<file path="src/rtl/req_priority_arbiter.sv">
// req_priority_arbiter: eight active-low requesters, one shared resource.
// 74x148-style priority pick, registered grant held until owner release or
// hold timeout, followed by one mandatory bus-turnaround cycle.
// Optional macro ARB_ROUND_ROBIN_EN: rotating priority starting below the
// most recent owner; when undefined, fixed priority with bit 7 highest.
module req_priority_arbiter #(
    parameter int unsigned MAX_HOLD = 16
) (
    input  logic       clk,
    input  logic       rst_n,
    input  logic [7:0] req_n,
    input  logic       en_n,
    output logic [7:0] gnt,
    output logic [2:0] gnt_id,
    output logic       gnt_valid,
    output logic       busy,
    output logic       timeout,
    output logic       any_req_n
);

    localparam int unsigned CNT_W = (MAX_HOLD > 1) ? $clog2(MAX_HOLD) : 1;
    localparam logic [CNT_W-1:0] CNT_LAST = CNT_W'(MAX_HOLD - 1);
    localparam logic [CNT_W-1:0] CNT_SAT  = {CNT_W{1'b1}};

    localparam logic [1:0] IDLE    = 2'd0;
    localparam logic [1:0] GRANT   = 2'd1;
    localparam logic [1:0] RELEASE = 2'd2;

    logic [1:0]       state, state_nxt;
    logic [CNT_W-1:0] hold_cnt, hold_cnt_nxt;
    logic [7:0]       gnt_nxt;
    logic [2:0]       gnt_id_nxt;
    logic             gnt_valid_nxt;
    logic             busy_nxt;
    logic             timeout_nxt;
    logic             win_found;
    logic [2:0]       win_id;
`ifdef ARB_ROUND_ROBIN_EN
    logic [2:0]       last_id, last_id_nxt;
    logic [2:0]       scan_id;
`endif

    // Group request indication, gated by the enable
    assign any_req_n = en_n | (&req_n);

    // Winner selection; the last match in the scan is the highest priority
    always_comb begin
        win_found = 1'b0;
        win_id    = 3'd0;
`ifdef ARB_ROUND_ROBIN_EN
        scan_id   = 3'd0;
        for (int k = 7; k >= 0; k--) begin
            scan_id = last_id - 3'(k) - 3'd1;
            if (!req_n[scan_id]) begin
                win_found = 1'b1;
                win_id    = scan_id;
            end
        end
`else
        for (int i = 0; i < 8; i++) begin
            if (!req_n[i]) begin
                win_found = 1'b1;
                win_id    = 3'(i);
            end
        end
`endif
    end

    // Next-state and next-output decode
    always_comb begin
        state_nxt     = state;
        hold_cnt_nxt  = hold_cnt;
        gnt_nxt       = gnt;
        gnt_id_nxt    = gnt_id;
        gnt_valid_nxt = gnt_valid;
        timeout_nxt   = 1'b0;
`ifdef ARB_ROUND_ROBIN_EN
        last_id_nxt   = last_id;
`endif
        case (state)
            IDLE: begin
                if (!en_n && win_found) begin
                    state_nxt     = GRANT;
                    gnt_nxt       = 8'd1 << win_id;
                    gnt_id_nxt    = win_id;
                    gnt_valid_nxt = 1'b1;
                    hold_cnt_nxt  = '0;
                end
            end
            GRANT: begin
                // Owner release takes precedence over the timeout
                if (req_n[gnt_id] || (hold_cnt == CNT_LAST)) begin
                    state_nxt     = RELEASE;
                    gnt_nxt       = 8'h00;
                    gnt_valid_nxt = 1'b0;
                    timeout_nxt   = !req_n[gnt_id];
`ifdef ARB_ROUND_ROBIN_EN
                    last_id_nxt   = gnt_id;
`endif
                end else if (hold_cnt != CNT_SAT) begin
                    hold_cnt_nxt = hold_cnt + CNT_W'(1);
                end
            end
            RELEASE: begin
                state_nxt = IDLE;
            end
            default: begin
                state_nxt     = IDLE;
                gnt_nxt       = 8'h00;
                gnt_valid_nxt = 1'b0;
            end
        endcase
        busy_nxt = (state_nxt != IDLE);
    end

    // State and output registers
    always_ff @(posedge clk or negedge rst_n) begin
        if (!rst_n) begin
            state     <= IDLE;
            hold_cnt  <= '0;
            gnt       <= 8'h00;
            gnt_id    <= 3'd0;
            gnt_valid <= 1'b0;
            busy      <= 1'b0;
            timeout   <= 1'b0;
`ifdef ARB_ROUND_ROBIN_EN
            last_id   <= 3'd0;
`endif
        end else begin
            state     <= state_nxt;
            hold_cnt  <= hold_cnt_nxt;
            gnt       <= gnt_nxt;
            gnt_id    <= gnt_id_nxt;
            gnt_valid <= gnt_valid_nxt;
            busy      <= busy_nxt;
            timeout   <= timeout_nxt;
`ifdef ARB_ROUND_ROBIN_EN
            last_id   <= last_id_nxt;
`endif
        end
    end

endmodule

</file>
<file path="config.mk">
export PLATFORM = sky130hd
export DESIGN_NAME = req_priority_arbiter
export DESIGN_NICKNAME = d
export VERILOG_FILES = /design/src/rtl/req_priority_arbiter.sv
export SDC_FILE = /design/constraint.sdc
export NUM_CORES = 1
export LEC_CHECK = 0
export CAP_MARGIN = 20
export CORE_MARGIN = 2
export CORE_UTILIZATION = 32
export DETAILED_ROUTE_END_ITERATION = 16
export DONT_BUFFER_PORTS = 1
export GPL_TIMING_DRIVEN = 1
export SLEW_MARGIN = 15
export SYNTH_ARGS = -nofsm -noshare
export SYNTH_HDL_FRONTEND = slang
export SYNTH_SLANG_ARGS = --single-unit
</file>
<file path="constraint.sdc">
create_clock -name clk -period 4.1 [get_ports clk]
set_clock_uncertainty 0.05 [all_clocks]
set_input_delay 1.025 -clock clk [delete_from_list [all_inputs] [get_ports clk]]
set_output_delay 1.025 -clock clk [all_outputs]
set_load 0.02 [all_outputs]
</file>
==> metrics.yaml <==
cts_tree: "done"
ys.warnings.count: 0
rr_endpoint: "gnt[2]$_DFFE_PN0P_"
synthAdderAreaFrac_pct: 1.19
dpl.cell_count: 146
path_delay_family: "simple AND/OR/NAND/NOR gates"
hold_violations: 0
drive_gt1_share_pct: 14.3
grt_start_max_net_pins: 21
synth_seq_cells: 20
crit_buf_inv: 0
critPathLaunch: "req_n[5]"
path_depth: 3
cp_cell_sequence: "nand4_1, nor2_1, or2_2"
antenna_left: 0
arrival_ps: 1610
initial_core_util_pct: 34.0
synth_edf_count: 0
io_pins: 26
path_max_fanout: 7
max_slew_margin_pct: 59.5
finalSetupViolations: 0
met1Wirelength_um: 1050
max_stage_delay_ps: 350
post-dp-hpwl_um: 1780
htreeDepth: 1
yosysSeqAreaShare_pct: 47.5
grt_setup_unrepaired: "no"
period_needed_ps: 2680
fin_cells: 149
p_leak_nw: 0.466
place_congestion: 0.860
cts_root_buf: "clkbuf_4"
crit_path_end_kind: "primary output"
timing.setup.tns_ps: 0
drc: 0
synth_top_family_by_area: "compound AO/OA/AOI/OAI gates"
yosys.cell_types.count: 39
synthesis.instances: 103
yosys.area_share.simple_pct: 19.2
final_nets: 119
num_vias: 805
synthMuxAreaShare_pct: 4.39
clock.fmax_mhz: 373
io_buffers: 0
hold_class: "primary input to async pin"
topRoutingLayerUsed: "met4"
r2r_cells: 5
postLayoutCoreUtil_pct: 36.1
avgSynthCellArea_um2: 10.2
wl_per_cell_um: 15.4
initialDrtViolationCount: 27
worstMarginPinSlew_ps: 604
pwr_density_cell_mw_per_mm2: 629
ir_worst_vdd_mv: 0.202
dr_wl_met2_um: 1050
post_cts_buffers: 0
cts.sink_count: 20
die_h_um: 61.4
fin_hold_ws_ps: 356
viasPerCell: 5.40
reg2reg_slack_ps: 2200
worstSkewPairLatency_ps: 290
synth_area_mm2: 0.00105
firstDrtPassIters: 5
rows: 20
cts_hold_buf: 0
r2r-start: "gnt_id[0]$_DFFE_PN0P_"
drv_slew: 0
die_area_mm2: 0.00377
grt.total_usage_pct: 14.9
synth_compound_area_share_pct: 24.5
maxCapViolations: 0
wirelength_um: 2300
cts_max_path_buffers: 2
numCtsBuffers: 3
outcome: "finished clean"
antenna_found_initial: 0
synth-xor-area-share_pct: 0
required_ps: 3020
worstSetupEndpoint: "any_req_n"
grt.overflow.total: 0
die_w_um: 61.4
syn_to_final_growth_pct: 6.29
critPathSlowestCell: "or2_2"
worstSetupStartpointType: "primary input"
clk_pin_slew_ps: 110
synth_ff_type: "dfrtp_1"
crit_type: "primary input to primary output"
fp.coreArea_mm2: 0.00310
diodes: 0
ys_async_sr_fraction_pct: 100
post_cts_resized: 0
grt_pass1_vias: 792
met3WireLength_um: 154
fin_crit_sh_pct: 65.4
grt_pass1_wl_um: 3980
synth_nets: 115
-- power breakdown --
| part | leakage [nW] | switching, mW | internal, mW | total (mW) |
|---|---|---|---|---|
| Combinational | 0.190 | 0.135 | 0.110 | 0.245 |
| Sequential | 0.262 | 0.115 | 0.251 | 0.365 |
| Clock | 0.0138 | 0.0599 | 0.0342 | 0.0941 |
| Total | 0.466 | 0.310 | 0.395 | 0.705 |
-- stage by stage --
| step | area, um2 | total power, mW | setup WS [ps] |
|---|---|---|---|
| CTS | 1120 | 0.713 | 1420 |
| detailed placement | 1100 | 0.617 | 1410 |
| finish | 1120 | 0.705 | 1420 |
| floorplan | 1050 | 0.571 | 1460 |
| global route | 1120 | 0.761 | 1360 |
| global placement | 1100 | 0.612 | 1410 |
-- sequential cells by signal, indices dropped and copies added (netlist names) --
name,flops
gnt_valid,1
timeout,1
hold_cnt,4
gnt,8
busy,1
gnt_id,3
state,2
-- cell families after synthesis --
group | count (synthesis)
fa+ha+maj | 1
mux | 4
simple gates | 40
compound gates | 31
buf+inv | 7
flops | 20
-- synth_stat cells (2+ instances only) --
master     number  area share, %
o21ai_0         7            3.3
mux2i_1         2            1.9
o2bb2ai_1       3            2.5
nor3_1          3            1.4
a32o_1          2            1.9
nand3_1         6            2.9
a21oi_1         3            1.4
nand2_1        11            3.9
inv_1           6            2.1
nand2b_1        2            1.2
or3_1           2            1.2
nor2_1          6            2.1
nor2b_1         3            1.8
nand4_1         2            1.2
dfrtp_1        20             48
o22ai_1         2            1.2
-- final cells by class --
cell class | instances | area, um2
fillers | 318 | 1980
multi-input cells | 76 | 519
flip-flops and latches | 20 | 500
well taps | 44 | 55.1
clock buffers | 3 | 22.5
inverters | 6 | 22.5
-- per-layer routing --
layer | global-route usage [%] | vias up
li1 | - | 390
met1 | 19.3 | 383
met2 | 21.1 | 28
met3 | 5.46 | 4
met4 | 9.12 | 0
met5 | 0 | -
-- placed cells by master (no fill, tap or decap), types with 2 or more instances in the layout --
cell type and instances:
dfrtp_1 20, nand2_1 11, o21ai_0 7, nor2_1 6, nand3_1 6, inv_1 6, nor2b_1 3, nor3_1 3
o2bb2ai_1 3, a21oi_1 3, clkbuf_4 3, nand2b_1 2, mux2i_1 2, nand4_1 2, or3_1 2, a32o_1 2
o22ai_1 2
-- how the worst min path moves through the flow --
stage	start	to	slack [ps]	cells after the start
floorplan	hold_cnt[0]$_DFFE_PN0P_	hold_cnt[0]$_DFFE_PN0P_	440	1
global placement	hold_cnt[1]$_DFFE_PN0P_	hold_cnt[1]$_DFFE_PN0P_	460	2
detailed placement	hold_cnt[1]$_DFFE_PN0P_	hold_cnt[1]$_DFFE_PN0P_	480	2
CTS	rst_n	gnt[2]$_DFFE_PN0P_	340	0
global route	rst_n	busy$_DFF_PN0_	330	0
finish	rst_n	gnt[2]$_DFFE_PN0P_	360	0
Power figures use the tool's default switching activity.
